### src/rtl/vga_pkg.sv
// Shared types and default 800x600@72Hz timing (50 MHz pixel clock) for the VGA scanout path.
package vga_pkg;

    typedef logic [2:0][3:0] color_t;

    localparam int BEAM_X_W      = 11;
    localparam int BEAM_Y_W      = 10;
    localparam int LAYER_LATENCY = 1;

    localparam int VGA_H_VISIBLE = 800;
    localparam int VGA_H_FRONT   = 56;
    localparam int VGA_H_SYNC    = 120;
    localparam int VGA_H_BACK    = 64;
    localparam int VGA_H_TOTAL   = VGA_H_VISIBLE + VGA_H_FRONT + VGA_H_SYNC + VGA_H_BACK;

    localparam int VGA_V_VISIBLE = 600;
    localparam int VGA_V_FRONT   = 37;
    localparam int VGA_V_SYNC    = 6;
    localparam int VGA_V_BACK    = 23;
    localparam int VGA_V_TOTAL   = VGA_V_VISIBLE + VGA_V_FRONT + VGA_V_SYNC + VGA_V_BACK;

endpackage

### src/rtl/vga_timing.sv
// Beam counters plus the stage-0 decode of display-enable, hsync and vsync.
module vga_timing
    import vga_pkg::*;
#(
    parameter int H_VISIBLE = VGA_H_VISIBLE,
    parameter int H_FRONT   = VGA_H_FRONT,
    parameter int H_SYNC    = VGA_H_SYNC,
    parameter int H_BACK    = VGA_H_BACK,
    parameter int V_VISIBLE = VGA_V_VISIBLE,
    parameter int V_FRONT   = VGA_V_FRONT,
    parameter int V_SYNC    = VGA_V_SYNC,
    parameter int V_BACK    = VGA_V_BACK
) (
    input  logic                clk,
    input  logic                rst,
    output logic [BEAM_X_W-1:0] beam_x,
    output logic [BEAM_Y_W-1:0] beam_y,
    output logic                frame_start,
    output logic                in_vblank,
    output logic                de,
    output logic                hs,
    output logic                vs
);

    localparam logic [BEAM_X_W-1:0] X_LAST   = BEAM_X_W'(H_VISIBLE + H_FRONT + H_SYNC + H_BACK - 1);
    localparam logic [BEAM_X_W-1:0] X_VIS    = BEAM_X_W'(H_VISIBLE);
    localparam logic [BEAM_X_W-1:0] HS_START = BEAM_X_W'(H_VISIBLE + H_FRONT);
    localparam logic [BEAM_X_W-1:0] HS_END   = BEAM_X_W'(H_VISIBLE + H_FRONT + H_SYNC);
    localparam logic [BEAM_Y_W-1:0] Y_LAST   = BEAM_Y_W'(V_VISIBLE + V_FRONT + V_SYNC + V_BACK - 1);
    localparam logic [BEAM_Y_W-1:0] Y_VIS    = BEAM_Y_W'(V_VISIBLE);
    localparam logic [BEAM_Y_W-1:0] VS_START = BEAM_Y_W'(V_VISIBLE + V_FRONT);
    localparam logic [BEAM_Y_W-1:0] VS_END   = BEAM_Y_W'(V_VISIBLE + V_FRONT + V_SYNC);

    logic                x_wrap;
    logic                y_wrap;
    logic [BEAM_X_W-1:0] next_x;
    logic [BEAM_Y_W-1:0] next_y;

    always_comb begin
        x_wrap = (beam_x == X_LAST);
        y_wrap = (beam_y == Y_LAST);
        next_x = x_wrap ? '0 : beam_x + 1'b1;
        next_y = beam_y;
        if (x_wrap) begin
            next_y = y_wrap ? '0 : beam_y + 1'b1;
        end
    end

    // frame_start/in_vblank are computed from the next beam so they line up with it.
    always_ff @(posedge clk) begin
        if (rst) begin
            beam_x      <= '0;
            beam_y      <= '0;
            frame_start <= 1'b0;
            in_vblank   <= 1'b0;
        end else begin
            beam_x      <= next_x;
            beam_y      <= next_y;
            frame_start <= x_wrap && y_wrap;
            in_vblank   <= (next_y >= Y_VIS);
        end
    end

    assign de = (beam_x < X_VIS) && (beam_y < Y_VIS);
    assign hs = (beam_x >= HS_START) && (beam_x < HS_END);
    assign vs = (beam_y >= VS_START) && (beam_y < VS_END);

endmodule

### src/rtl/vga_scanout_compositor.sv
// Beam generator, layer priority resolution and latency-matched sync/blanking for the VGA pins.
module vga_scanout_compositor
    import vga_pkg::*;
#(
    parameter int   NUM_LAYERS   = 4,
    parameter int   H_VISIBLE    = VGA_H_VISIBLE,
    parameter int   H_FRONT      = VGA_H_FRONT,
    parameter int   H_SYNC       = VGA_H_SYNC,
    parameter int   H_BACK       = VGA_H_BACK,
    parameter int   V_VISIBLE    = VGA_V_VISIBLE,
    parameter int   V_FRONT      = VGA_V_FRONT,
    parameter int   V_SYNC       = VGA_V_SYNC,
    parameter int   V_BACK       = VGA_V_BACK,
    parameter logic HSYNC_ACTIVE = 1'b1,
    parameter logic VSYNC_ACTIVE = 1'b1
) (
    input  logic                             clk,
    input  logic                             rst,
    output logic [BEAM_X_W-1:0]              beam_x,
    output logic [BEAM_Y_W-1:0]              beam_y,
    input  logic [NUM_LAYERS-1:0][2:0][3:0]  layer_color,
    input  logic [NUM_LAYERS-1:0]            layer_transparent,
    input  logic [2:0][3:0]                  bg_color,
    output logic [2:0][3:0]                  vga_rgb,
    output logic                             vga_hsync,
    output logic                             vga_vsync,
    output logic                             frame_start,
    output logic                             in_vblank
);

    logic       de;
    logic       hs;
    logic       vs;
    logic [2:0] ctl_pipe [LAYER_LATENCY];
    logic       de_d;
    logic       hs_d;
    logic       vs_d;
    color_t     pixel;

    vga_timing #(
        .H_VISIBLE (H_VISIBLE),
        .H_FRONT   (H_FRONT),
        .H_SYNC    (H_SYNC),
        .H_BACK    (H_BACK),
        .V_VISIBLE (V_VISIBLE),
        .V_FRONT   (V_FRONT),
        .V_SYNC    (V_SYNC),
        .V_BACK    (V_BACK)
    ) u_timing (
        .clk         (clk),
        .rst         (rst),
        .beam_x      (beam_x),
        .beam_y      (beam_y),
        .frame_start (frame_start),
        .in_vblank   (in_vblank),
        .de          (de),
        .hs          (hs),
        .vs          (vs)
    );

    // Controls wait here while the renderers fetch the pixel for the same beam.
    always_ff @(posedge clk) begin
        if (rst) begin
            for (int i = 0; i < LAYER_LATENCY; i++) begin
                ctl_pipe[i] <= '0;
            end
        end else begin
            ctl_pipe[0] <= {de, hs, vs};
            for (int i = 1; i < LAYER_LATENCY; i++) begin
                ctl_pipe[i] <= ctl_pipe[i-1];
            end
        end
    end

    assign {de_d, hs_d, vs_d} = ctl_pipe[LAYER_LATENCY-1];

    // Walk from lowest to highest priority so the lowest opaque index wins.
    always_comb begin
        pixel = bg_color;
        for (int i = NUM_LAYERS - 1; i >= 0; i--) begin
            if (!layer_transparent[i]) begin
                pixel = layer_color[i];
            end
        end
    end

    always_ff @(posedge clk) begin
        if (rst) begin
            vga_rgb   <= '0;
            vga_hsync <= ~HSYNC_ACTIVE;
            vga_vsync <= ~VSYNC_ACTIVE;
        end else begin
            vga_rgb   <= de_d ? pixel : '0;
            vga_hsync <= hs_d ? HSYNC_ACTIVE : ~HSYNC_ACTIVE;
            vga_vsync <= vs_d ? VSYNC_ACTIVE : ~VSYNC_ACTIVE;
        end
    end

endmodule
### config.mk
export PLATFORM = sky130hd
export DESIGN_NAME = vga_scanout_compositor
export DESIGN_NICKNAME = d
export VERILOG_FILES = /design/src/rtl/vga_pkg.sv /design/src/rtl/vga_timing.sv /design/src/rtl/vga_scanout_compositor.sv
export SDC_FILE = /design/constraint.sdc
export NUM_CORES = 1
export LEC_CHECK = 0
export CORE_ASPECT_RATIO = 0.75
export CORE_MARGIN = 2
export CORE_UTILIZATION = 44
export DETAILED_ROUTE_END_ITERATION = 12
export PLACE_DENSITY = 0.92
export SLEW_MARGIN = 5
export SYNTH_ARGS = -nofsm -noshare
export SYNTH_HDL_FRONTEND = slang
export SYNTH_HIERARCHICAL = 1
export SYNTH_SLANG_ARGS = --single-unit
### constraint.sdc
create_clock -name clk -period 3.9 [get_ports clk]
set_clock_uncertainty 0.05 [all_clocks]
set_input_delay 0.585 -clock clk [delete_from_list [all_inputs] [get_ports clk]]
set_output_delay 0.585 -clock clk [all_outputs]
set_load 0.05 [all_outputs]
==> results of run 1 <==
-- report_power, final --
part	internal, mW	switching [mW]	leakage (nW)
Clock	0.209	0.156	0.0614
Sequential	0.418	0.00518	0.325
Combinational	0.0925	0.0844	0.821
Total	0.720	0.245	1.21
-- metrics by stage --
stage	hold WS, ps	setup WS (ps)	std cells	power (mW)
finish	387.9	1499	383	0.9656
global route	416.8	1270	383	0.9997
CTS	390.9	1528	383	0.9682
detailed placement	371.8	1420	375	0.6089
global placement	375.2	1473	375	0.6055
floorplan	363.8	1737	229	0.5166
-- final timing paths --
check | to | from | cells after the start | slack [ps]
setup / recovery | u_timing/beam_y[7]$_SDFF_PP0_ | u_timing/beam_x[0]$_SDFF_PP0_ | 6 | 1500
hold / removal | vga_vsync$_SDFF_PP0_ | ctl_pipe[0][0]$_SDFF_PP0_ | 1 | 390
setup reg to reg | u_timing/beam_y[7]$_SDFF_PP0_ | u_timing/beam_x[0]$_SDFF_PP0_ | 6 | 1500
hold reg to reg | vga_vsync$_SDFF_PP0_ | ctl_pipe[0][0]$_SDFF_PP0_ | 1 | 390
-- registers in the layout, indices dropped and copies added, names as in the netlist --
| register | count |
|---|---|
| u_timing/in_vblank | 1 |
| vga_vsync | 1 |
| u_timing/frame_start | 1 |
| u_timing/beam_y | 10 |
| vga_hsync | 1 |
| ctl_pipe | 3 |
| vga_rgb | 12 |
| u_timing/beam_x | 11 |
-- cells in the final DEF, fill, tap and decap left out, drive strengths merged, types with 10 or more instances in the layout --
master         netlist  routed
o221ai              11      11
and3                10      10
nor2                31      31
clkdlybuf4s50        0     102
xnor2               11      11
mux2i               13      13
dfxtp               40      40
a221oi              12      12
nor3                10      10
-- routing by layer --
metal / vias up / track usage / wire length, um
met5: - / 0 / 0
met4: 0 / 0.07143 / 149
met3: 13 / 0.07261 / 521
met2: 97 / 0.3809 / 3154
met1: 996 / 0.3125 / 2760
li1: 1018 / - / -
-- layout make-up --
type	count	area share
flip-flops and latches	40	0.2438
multi-input cells	167	0.3787
clock inverters	2	0.01181
well taps	60	0.02286
repair buffers	102	0.3109
inverters	6	0.006857
clock buffers	6	0.02514
-- cell families after synthesis --
family	after synthesis	share of synthesized area
AND/OR/NAND/NOR	92	0.2375
flip-flops	40	0.3672
AO/OA/AOI/OAI	39	0.1721
buffers and inverters	22	0.06253
XOR/XNOR	18	0.07229
multiplexers	13	0.05967
adder cells (fa/ha/maj)	5	0.02869
==> metrics, run 1 <==
proportion of layout cells with a drive suffix above 1=0.07740; CTS Buf Count=5; crit path time final=between 2000 and 2500 ps; initial standard-cell utilization of the core=0.4502; Post-Synthesis Cells=229; count of vias placed by the detailed router=roughly 2100; overall routed net length=6586 um; number of maximum-capacitance violations=0; Post-DP HPWL=between 4000 and 5000 um; dpl cell area=~3200 sq um; CTS sink cnt=40; Bufs and invs on worst path=0; share of the clock period used by the worst path after layout=0.6158; drt drc=0; Worst slew margin=0.4816; P per Cell Area=294.0 nW/um^2; number of inserted filler cells in the final layout=380; Post-Synthesis Net Count=300; leakage=around 1.2 nW; cell area after layout=3284 sq um; count of routing violations after the opening detailed-route iteration=about 170; Cell Chain, Critical Path=ha_1 -> and3_1 -> and3_1 -> nand2_1 -> nand2b_1 -> nor2_1; kind of launch point of the worst setup path=flop; path category of the worst min-delay check=flop to flop; type of the setup path with the least slack=flop to flop; GRT Util Overall=0.2392; arrival time of data at the critical path endpoint=approximately 2500 ps; Core Area=just under 5000 sq um; number of setup buffers added after CTS=0; die extent in x=85.30 um; cell with the most instances on the worst path=and3_1; critical path data required time=4020 ps; Slew @ Worst Pin=775.2 ps; maximum clock frequency=416.4 MHz; portion of synthesized cell area occupied by the leading cell type=0.3672; number of vias per cell after detailed routing=5.546; hold bufs inserted after CTS=0; utilization after layout=0.6779; number of inserted diodes=0; final estimated routing congestion in global placement=approximately 0.85; leading post-synthesis cells by cell area=dfxtp_1 (37%), a221oi_2 (7.6%), mux2i_1 (6.0%); capturing element type of the critical path=flop; maximum vdd drop=between 0.15 and 0.2 mV; clk_lat worst skew=300 ps; footprint of the multi-input gates=1244 sq um; post-cts resize count=0; Clock Pin Slew Worst Setup and Hold Paths=80 ps; Antenna Nets Post-Route=0; maximum count of clock buffers along a single path=2; area grow syn2layout=50.60%; via count of the first global-routing pass=roughly 2000; root buffer cell=clkbuf_8; Site Rows=22; Die H=between 60 and 70 um; number of endpoints with negative hold slack in the final report=0; fraction of synthesis flops using an asynchronous set or reset pin=0; H-tree level count=2; worst-path maximum fanout=17; global-route wire length before repair=~10000 um; number of synthesis warnings=6; delay of the slowest cell on the worst path=between 600 and 700 ps; number of synthesized register bits=40; number of synthesized flops with an enable pin=0; cell family contributing the most delay on the critical path=simple AND/OR/NAND/NOR gates; number of nets in the finished design=393; count of unique library cells instantiated by Yosys=39; most area-hungry cell type in the Yosys netlist=dfxtp_1; dominant register cell in the synthesized netlist=dfxtp_1; most frequent cell after synthesis=dfxtp_1; Netlist Area Pre-Place=between 2000 and 2500 sq um; proportion of synthesized chip area in sequential cells=0.3672; count of buffers inserted at the top-level ports=approximately 100; Post-Syn Area per Cell=9.523 sq um; max-slew violations=0; number of detailed-route iterations in the first pass=4; GRT overflow=0; CTS tree=yes; sum of negative setup slack=0 ps; final routed wire length divided by cell count=17.20 um; setup repair after global routing missed its margin=no; Final Setup Violations=0; Boundary Pins=about 100; result of the run=finished clean; Crit-path slowest cell=and3_1; maximum number of pins on one net before global-route repair=22; antenna violations before repair=0; most instantiated cells after synthesis=dfxtp_1 (40), nor2_1 (31), mux2i_1 (13); total die area=5542 sq um; storage element area=800.8 sq um
Power figures use the tool's default switching activity.
==> inputs of run 2 (changes only) <==
Settings changed: CORE_UTILIZATION 44 to 41, PLACE_DENSITY 0.92 to 0.87.
Clock period 3.9 ns to 2.26 ns, I/O delays scaled along.
==> metrics, run 2 (synthesized netlist as in run 1, its figures left out) <==
number of inserted diodes=0; terminating pin of the worst hold path=vga_vsync$_SDFF_PP0_; overall routed net length=between 6000 and 7000 um; maximum clock frequency=483.7 MHz; Site Rows=22; root buffer cell=clkbuf_8; leading registers by flop count=vga_rgb (12), u_timing/beam_x (11), u_timing/beam_y (10); drt drc=0; path category of the worst min-delay check=flop to flop; Antenna Nets Post-Route=0; capturing element type of the critical path=output pin; total die area=5925 sq um; Final Setup Violations=0; utilization after layout=0.6666; CTS Buf Count=5; worst flop-to-flop path startpoint=u_timing/beam_x[4]$_SDFF_PP0_; final routed wire length divided by cell count=between 15 and 20 um; setup repair after global routing missed its margin=no; Worst Hold Path Cells=1; via count of the first global-routing pass=2151; proportion of layout cells with a drive suffix above 1=0.09940; reg-to-reg endpoint=u_timing/in_vblank$_SDFF_PP0_; worst hold margin=398.8 ps; Reg with most FFs=vga_rgb; cell area after layout=3339 sq um; sum of negative setup slack=0 ps; die extent in x=88.22 um; number of nets in the finished design=between 400 and 500; hold bufs inserted after CTS=0; arrival time of data at the critical path endpoint=1680 ps; crit path time final=2067 ps; proportion of total power due to net switching=0.2676; antenna violations before repair=0; number of endpoints with negative hold slack in the final report=0; Die H=67.16 um; Internal Pwr Total=1.136 mW; Cell Chain, Critical Path=clkdlybuf4s50_1; maximum number of pins on one net before global-route repair=13; CTS sink cnt=40; cell family contributing the most delay on the critical path=buffers and inverters; GR Util met1=0.3176; post-cts resize count=0; count of vias placed by the detailed router=2174; Clock Pin Slew Worst Setup and Hold Paths=80 ps; H-tree level count=2; Worst slew margin=0.5273; Core Area=around 5000 sq um; Post-DP HPWL=~5400 um; count of routing violations after the opening detailed-route iteration=130; maximum count of clock buffers along a single path=2; flip-flop count of the largest register, all copies and words added=12; kind of launch point of the worst setup path=flop; number of setup buffers added after CTS=0; met2 demand-to-capacity share in global routing=0.3703; clk_lat worst skew=300 ps; part of the power in combinational logic=0.204; Worst Hold Launch=ctl_pipe[0][0]$_SDFF_PP0_; max-slew violations=0; area grow syn2layout=53.13%; met3 layer usage reported by global route=0.05257; count of buffers inserted at the top-level ports=102; dpl cell area=roughly 3200 sq um; total net switching power=approximately 420 uW; Bufs and invs on worst path=1; number of detailed-route iterations in the first pass=4; worst-path maximum fanout=9; number of inserted filler cells in the final layout=431; share of the clock period used by the worst path after layout=0.9148; Clk pwr share=0.325; most frequent standard cell in the layout excluding fill and tap cells=clkdlybuf4s50_1; global-route wire length before repair=10740 um; GRT Util Overall=0.2369; GRT overflow=0; Reg2Reg Depth=5; Crit-path slowest cell=clkdlybuf4s50_1; most frequent cells in the layout=clkdlybuf4s50_1 (102), dfxtp_1 (40), nor2_1 (31), mux2i_1 (13); delay of the slowest cell on the worst path=870 ps; CTS tree=yes; initial standard-cell utilization of the core=0.4353; sequential power share=0.471; maximum vdd drop=0.3632 mV; Slew @ Worst Pin=709.1 ps; Boundary Pins=103; leakage=1.237 nW; layer with the highest usage after global routing=met2; final estimated routing congestion in global placement=0.8824; number of vias per cell after detailed routing=5.381; slack of the worst reg-to-reg path=260 ps; critical path data required time=1870 ps; result of the run=finished clean; P per Cell Area=464.4 nW/um^2; type of the setup path with the least slack=flop to output pin; number of maximum-capacitance violations=0
## run 2: power by group through the flow
stage / Clock, mW / Sequential [mW] / Combinational (mW)
5_1_grt: 0.542 / 0.732 / 0.335
3_3_place_gp: 0 / 0.746 / 0.306
6_report: 0.505 / 0.730 / 0.316
3_5_place_dp: 0 / 0.747 / 0.314
4_1_cts: 0.514 / 0.730 / 0.316
2_1_floorplan: 0 / 0.805 / 0.0867
## run 2: cell type report
type,count,area [sq um],area share
timing repair buffer,111,1089,0.3260
tap,72,90.09,0.02698
clock buffer,7,86.33,0.02585
clock inverter,1,7.507,0.002248
inverter,6,22.52,0.006744
multi-input combinational,167,1244,0.3724
sequential,40,800.8,0.2398
## run 2: worst max path at each step
stage | startpoint | to | slack (ps) | depth (start not counted)
4_1_cts | u_timing/beam_x[5]$_SDFF_PP0_ | beam_x[5] | 170 | 1
5_1_grt | u_timing/beam_x[5]$_SDFF_PP0_ | beam_x[5] | 130 | 1
2_1_floorplan | u_timing/beam_x[0]$_SDFF_PP0_ | u_timing/in_vblank$_SDFF_PP0_ | 100 | 8
3_3_place_gp | u_timing/beam_y[0]$_SDFF_PP0_ | u_timing/in_vblank$_SDFF_PP0_ | 340 | 6
3_5_place_dp | u_timing/beam_x[4]$_SDFF_PP0_ | u_timing/in_vblank$_SDFF_PP0_ | 280 | 5
6_report | u_timing/beam_x[5]$_SDFF_PP0_ | beam_x[5] | 190 | 1
## run 2: stage by stage
step	cells	worst slack, ps	power, mW
after floorplan	229	97.36	0.8915
after global placement	396	339.7	1.052
after detailed placement	396	279.1	1.061
after CTS	404	173.8	1.559
after global routing	404	128.2	1.609
final	404	192.5	1.551
## run 2: metal layers
layer  vias to the layer above  wire length (um)
li1                       1038                 -
met1                      1018              3088
met2                        96              3177
met3                        22               495
met4                         0               189
met5                         -                 0
